File: config.mk
export PLATFORM = sky130hd
export DESIGN_NAME = seri2pari_flat
export DESIGN_NICKNAME = d
export VERILOG_FILES = /design/src/rtl/seri2pari_if.sv /design/src/rtl/seri2pari.sv /design/src/flat_wrapper.sv
export SDC_FILE = /design/constraint.sdc
export NUM_CORES = 1
export LEC_CHECK = 0
export CAP_MARGIN = 0
export CORE_MARGIN = 5
export CORE_UTILIZATION = 30
export CTS_BUF_LIST = sky130_fd_sc_hd__clkbuf_4 sky130_fd_sc_hd__clkbuf_8
export DETAILED_ROUTE_END_ITERATION = 10
export PLACE_DENSITY_LB_ADDON = 0.1
export SETUP_SLACK_MARGIN = 0.15
export SYNTH_ARGS = -nofsm -noshare
export SYNTH_HDL_FRONTEND = slang
export SYNTH_SLANG_ARGS = --single-unit
File: constraint.sdc
create_clock -name clk -period 2.5 [get_ports clk]
set_clock_uncertainty 0.05 [all_clocks]
set_input_delay 0.5 -clock clk [delete_from_list [all_inputs] [get_ports clk]]
set_output_delay 0.5 -clock clk [all_outputs]
set_load 0.03 [all_outputs]
File: src/rtl/seri2pari_if.sv
// seri2pari_if -- serial receive line plus byte-stream consumer handshake.
//   inbit      serial line into the receiver (idle level 1)
//   out_valid  receive FIFO non-empty
//   out_ready  consumer accepts databyte when out_valid && out_ready at posedge clk
//   databyte   FIFO head, 0 while the FIFO is empty
//   count      bytes currently held in the FIFO (0..DEPTH)
//   frame_err  one-cycle pulse: stop bit sampled as 0
//   overflow   one-cycle pulse: good frame dropped because the FIFO was full
// Modports: slave = the receiver, master = whoever drives the line and consumes bytes.
interface seri2pari_if #(
  parameter int W     = 8,
  parameter int DEPTH = 10
);
  localparam int CW = $clog2(DEPTH + 1);

  logic          inbit;
  logic          out_valid;
  logic          out_ready;
  logic [W-1:0]  databyte;
  logic [CW-1:0] count;
  logic          frame_err;
  logic          overflow;

  modport slave (
    input  inbit, out_ready,
    output out_valid, databyte, count, frame_err, overflow
  );

  modport master (
    output inbit, out_ready,
    input  out_valid, databyte, count, frame_err, overflow
  );
endinterface

File: src/rtl/seri2pari.sv
// seri2pari -- serial-to-parallel receive stage.
// Samples one line bit per clk, recovers 10-bit frames (start=0, W data bits
// MSB-first, stop=1) and queues good bytes in a DEPTH-entry FIFO drained by a
// valid/ready consumer. Framing errors and FIFO overflow are one-cycle pulses.
// Ports:
//   clk    single clock, all flops on posedge
//   reset  synchronous, active-low
//   bus    seri2pari_if.slave (line input, FIFO output, status pulses)
module seri2pari #(
  parameter int DEPTH = 10,
  parameter int W     = 8
) (
  input  logic        clk,
  input  logic        reset,
  seri2pari_if.slave  bus
);
  localparam int CW = $clog2(DEPTH + 1);
  localparam int PW = $clog2(DEPTH);
  localparam int BW = $clog2(W);

  typedef enum logic [1:0] {IDLE, DATA, STOP} state_t;

  state_t         state_q, state_d;
  logic [BW-1:0]  bitcnt;
  logic [W-1:0]   shreg;
  logic [PW-1:0]  rd_ptr, wr_ptr;
  logic [CW-1:0]  count;
  logic           frame_err_q, overflow_q;
  logic [W-1:0]   mem [DEPTH];

  logic shift_en, good_stop, bad_stop;
  logic full, pop, push, drop;

  // ---------------------------------------------------------------- FSM
  // NOTE: state flops use non-blocking assignment so every flop samples the
  // pre-edge values of its neighbours; blocking here would create ordering races.
  always_ff @(posedge clk) begin
    if (!reset) state_q <= IDLE;
    else        state_q <= state_d;
  end

  // NOTE: every signal written in a combinational block gets a default first,
  // otherwise an unassigned path infers a latch.
  always_comb begin
    state_d = state_q;
    unique case (state_q)
      IDLE: if (!bus.inbit) state_d = DATA;
      DATA: if (bitcnt == BW'(W - 1)) state_d = STOP;
      // The stop slot always returns to IDLE, so a 0 here is never a start bit.
      STOP: state_d = IDLE;
      default: state_d = IDLE;
    endcase
  end

  always_comb begin
    shift_en  = (state_q == DATA);
    good_stop = (state_q == STOP) &&  bus.inbit;
    bad_stop  = (state_q == STOP) && !bus.inbit;
  end

  // ----------------------------------------------------------- datapath
  assign full = (count == CW'(DEPTH));
  assign pop  = bus.out_ready && (count != '0);
  // A pop in the same cycle frees a slot, so a full FIFO can still accept.
  assign push = good_stop && (!full || pop);
  assign drop = good_stop && full && !pop;

  always_ff @(posedge clk) begin
    if (!reset) begin
      bitcnt      <= '0;
      shreg       <= '0;
      rd_ptr      <= '0;
      wr_ptr      <= '0;
      count       <= '0;
      frame_err_q <= 1'b0;
      overflow_q  <= 1'b0;
    end else begin
      if (state_q == IDLE) bitcnt <= '0;
      else if (shift_en)   bitcnt <= bitcnt + BW'(1);

      if (shift_en) shreg <= {shreg[W-2:0], bus.inbit};

      frame_err_q <= bad_stop;
      overflow_q  <= drop;

      if (push) wr_ptr <= (wr_ptr == PW'(DEPTH - 1)) ? '0 : wr_ptr + PW'(1);
      if (pop)  rd_ptr <= (rd_ptr == PW'(DEPTH - 1)) ? '0 : rd_ptr + PW'(1);

      unique case ({push, pop})
        2'b10:   count <= count + CW'(1);
        2'b01:   count <= count - CW'(1);
        default: count <= count;
      endcase
    end
  end

  // NOTE: the storage array is deliberately not reset; count gates every read,
  // so stale contents are never observable and the array can map to plain RAM.
  always_ff @(posedge clk) begin
    if (push) mem[wr_ptr] <= shreg;
  end

  assign bus.out_valid = (count != '0);
  assign bus.databyte  = (count != '0) ? mem[rd_ptr] : '0;
  assign bus.count     = count;
  assign bus.frame_err = frame_err_q;
  assign bus.overflow  = overflow_q;
endmodule

File: src/flat_wrapper.sv
// flat-port wrapper written by rule: the top's interface ports become plain ports
module seri2pari_flat 
#(
  parameter int DEPTH = 10,
  parameter int W     = 8
)
  (clk, reset, bus_inbit, bus_out_ready, bus_out_valid, bus_databyte, bus_count, bus_frame_err, bus_overflow);
  seri2pari_if #(.W(W), .DEPTH(DEPTH)) bus_i ();
  input  logic clk;
  input  logic reset;
  input wire logic [$bits(bus_i.inbit)-1:0] bus_inbit;
  input wire logic [$bits(bus_i.out_ready)-1:0] bus_out_ready;
  output wire logic [$bits(bus_i.out_valid)-1:0] bus_out_valid;
  output wire logic [$bits(bus_i.databyte)-1:0] bus_databyte;
  output wire logic [$bits(bus_i.count)-1:0] bus_count;
  output wire logic [$bits(bus_i.frame_err)-1:0] bus_frame_err;
  output wire logic [$bits(bus_i.overflow)-1:0] bus_overflow;
  assign bus_i.inbit = bus_inbit;
  assign bus_i.out_ready = bus_out_ready;
  assign bus_out_valid = bus_i.out_valid;
  assign bus_databyte = bus_i.databyte;
  assign bus_count = bus_i.count;
  assign bus_frame_err = bus_i.frame_err;
  assign bus_overflow = bus_i.overflow;
  seri2pari #(.DEPTH(DEPTH), .W(W)) u_core (.clk(clk), .reset(reset), .bus(bus_i));
endmodule
==> Implementation_results.wiki <==
{| class="wikitable"
! Metric !! Value
|-
| Async set-reset flop share out of synthesis || 0%
|-
| Startpoint of the lowest-slack register-to-register path || u_core.bus.count[1]
|-
| #FFs+latches synth || 111
|-
| Count of boundary I/O pins || 19
|-
| Count of input and output buffers || 18
|-
| Final Instance Count excl. Fillers || 553
|-
| Pre-Repair DR Iteration Count || 4
|-
| Slowest library cell on the worst path || mux4_2
|-
| Detailed placement HPWL || 6.93 mm
|-
| Floorplan row count || 45
|-
| Wire length of the first global-routing pass || 15.7 mm
|-
| Result of the run || finished, violations left
|-
| Number of placed instances with taps included || 533
|-
| TritonCTS clock tree || yes
|-
| Yosys top cell area share || 51.7%
|-
| Critical Setup Path Class || register to primary output
|-
| Share of layout cells above drive strength 1 || 31.8%
|-
| Filler cell count || 1451
|-
| Die Span X || 134 um
|-
| Min Tclk post-route || 2.61 ns
|-
| Mapped Avg Cell Area || 15.3 sq um
|-
| Post-DRT Antenna Nets || 0
|-
| Cell leakage power || 0.00193 uW
|-
| Max-cap viol count || 0
|-
| Worst Tran Pin Value || 0.754 ns
|-
| Clock network latency to the later pin of the worst-skew pair || 0.37 ns
|-
| Vias || 2597
|-
| Cells along the critical path || buf_12 > mux4_2 > nor2b_4 > a211oi_2 > a211oi_2 > buf_4
|-
| Most numerous cell in the Yosys netlist || edfxtp_1
|-
| Die Y || 134 um
|-
| Violations in the final reports || setup timing
|-
| WP data arrival || 2.06 ns
|-
| CP max stage delay || 0.52 ns
|-
| Part of the Yosys area used for sequential elements || 65.1%
|-
| Worst min-delay path startpoint || u_core.wr_ptr[0]
|-
| Unrepaired setup endpoints after global routing || yes
|-
| Vias in the first global route || 2572
|-
| Largest fanout of any net on the critical path || 7
|-
| Final WS setup || -0.106 ns
|-
| Setup-failing EPs final || 8
|-
| Number of violations reported at the end of detailed-routing iteration 0 || 149
|-
| Crit path launch type || register
|-
| Syn Std Cell Area || 4650 sq um
|-
| Util after Layout || 36.7%
|-
| Commonest register cell after synthesis || edfxtp_1
|-
| Most frequent cells after synthesis || edfxtp_1 (80), nand2_1 (34), dfxtp_1 (31)
|-
| Post-detailed-route via-to-cell ratio || 4.70
|-
| TNS Setup || -0.510 ns
|-
| Most used routing layer || met2
|-
| Antenna violations before repair || 0
|-
| Crit end category || primary output
|-
| Top area cells in the synthesized netlist || edfxtp_1 (52%), dfxtp_1 (13%), mux4_1 (5.7%)
|-
| Data required time at the worst endpoint || 1.95 ns
|-
| Number of levels in the clock H-tree || 3
|-
| Share of the clock period used by the worst path || 104%
|-
| Count of flip-flops with a built-in enable after synthesis || 80
|-
| Power per unit of standard cell area || 658 nW/um^2
|-
| Max Slew Vio Count || 0
|-
| CTS Root Buffer Type || clkbuf_8
|-
| Drt total wl || 10.2 mm
|-
| Total track usage || 11.8%
|-
| Worst min-delay path category || register to register
|-
| Final Wtd Congestion || 0.716
|-
| Area of all placed cells without fillers || 5590 sq um
|-
| DP Area || 5260 sq um
|-
| Antenna diode count || 0
|-
| CTS Sinks || 111
|-
| Global Route met3 Usage || 1.94%
|-
| Number of nets in the finished design || 367
|-
| Count of endpoints failing hold in the final timing report || 0
|-
| Cell mode on critical path || a211oi_2
|-
| Largest net degree at the start of global routing || 32
|-
| Met2 Resource Use GR || 18.9%
|-
| Total CTS buffers || 9
|-
| Drc violations || 0
|-
| Met1 Usage GRT || 15.7%
|-
| Final routed wire length divided by cell count || 18.5 um
|-
| Maximum VDD drop || 285 uV
|-
| GRT overflow || 0
|-
| Maximum frequency from static timing analysis || 384 MHz
|-
| Mapped Nets || 310
|-
| Initial cell density of the core || 30.6%
|-
| Library cell occupying the most area in the post-synthesis netlist || edfxtp_1
|-
| Clock slew seen by the registers of the worst setup and hold paths || 0.10 ns
|-
| Worst relative slew slack || 49.7%
|-
| Number of instances in the synthesized netlist || 303
|-
| Unique masters post-synth || 51
|-
| DIE AREA || 18100 sq um
|-
| Core outline area || 15200 sq um
|-
| Maximum buffer depth of the clock tree || 2
|-
| Total number of yosys warnings || 0
|-
| Syn-to-layout area delta || 20.2%
|}
[power breakdown]
group          switching, uW  leakage, uW  internal (uW)  total [uW]
clock                    585     0.000101            488        1070
sequential              25.5     0.000991           1970        1990
combinational            308     0.000838            303         610
[layer usage]
layer	vias to the layer above	wire, um	share of wire (%)
met5	-	0	0
met4	0	195	1.9
met3	13	174	1.7
met2	25	5070	50
met1	1299	4780	47
li1	1260	-	-
[logic make-up after synthesis]
kind of cell / share of synthesized area, %
muxes: 11.6
buffers and inverters: 3.96
DFF: 65.1
adders and majority gates: 0.808
xor gates and xnor gates: 0.377
AOI/OAI and AO/OA: 7.59
and+or+nand+nor: 10.6
[what timing repair did]
action / CTS / global route
pin swaps: 13 / 8
resized for setup: 90 / 6
hold buffers: 0 / 0
setup buffers: 3 / 0
cloned: 1 / 0
setup endpoints to repair: 9 / 8
[per-stage QoR]
step / total power, uW / setup WS, ns / hold slack [ns]
5_1_grt: 3840 / -0.186 / 0.475
2_1_floorplan: 2390 / 0.132 / 0.403
3_3_place_gp: 2600 / -0.266 / 0.420
6_report: 3680 / -0.106 / 0.436
3_5_place_dp: 2600 / -0.271 / 0.431
4_1_cts: 3730 / -0.164 / 0.445
[critical path: cells and delay by family (launching register included)]
kind	cells	cell delay, ns
AOI/OAI and AO/OA	2	0.26
buffers and inverters	2	0.35
and+or+nand+nor	1	0.14
DFF	1	0.41
muxes	1	0.52
[worst paths after layout]
path                      end  slack [ns]  depth (start not counted)
max reg2reg  u_core.mem[3][3]        0.41                          6
min reg2reg  u_core.wr_ptr[0]        0.44                          2
max           bus_databyte[1]       -0.11                          6
min          u_core.wr_ptr[0]        0.44                          2
[cell usage in the layout (no fill, tap or decap), drive strengths merged, types with 3 or more instances in the layout]
master         count
or3                4
a21boi            12
nor2              11
o21ai              3
mux2i             12
buf               55
ha                 3
nand2b             4
nand2             34
a21oi              5
inv                5
dfxtp             31
nor3               4
clkdlybuf4s50      9
a211oi            17
and2               3
nor2b             14
edfxtp            80
clkbuf            11
mux4              16
[cell type report]
type / instances / area, sq um / area share [%]
flip-flops and latches: 111 / 3030 / 54.2
multi-input cells: 169 / 1530 / 27.4
repair buffers: 65 / 584 / 10.5
well taps: 188 / 235 / 4.21
clock buffers: 11 / 139 / 2.49
clock inverters: 5 / 57.6 / 1.03
inverters: 4 / 15.0 / 0.269
[state kept, by name, summed over array words and instances (netlist names), named ones only]
signal,cells
u_core.bitcnt,3
u_core.bus.count,4
u_core.bus.frame_err,1
u_core.bus.overflow,1
u_core.mem,80
u_core.rd_ptr,4
u_core.shreg,8
u_core.state_q,2
u_core.wr_ptr,4
Note: power is estimated with default switching activity, not from simulation.
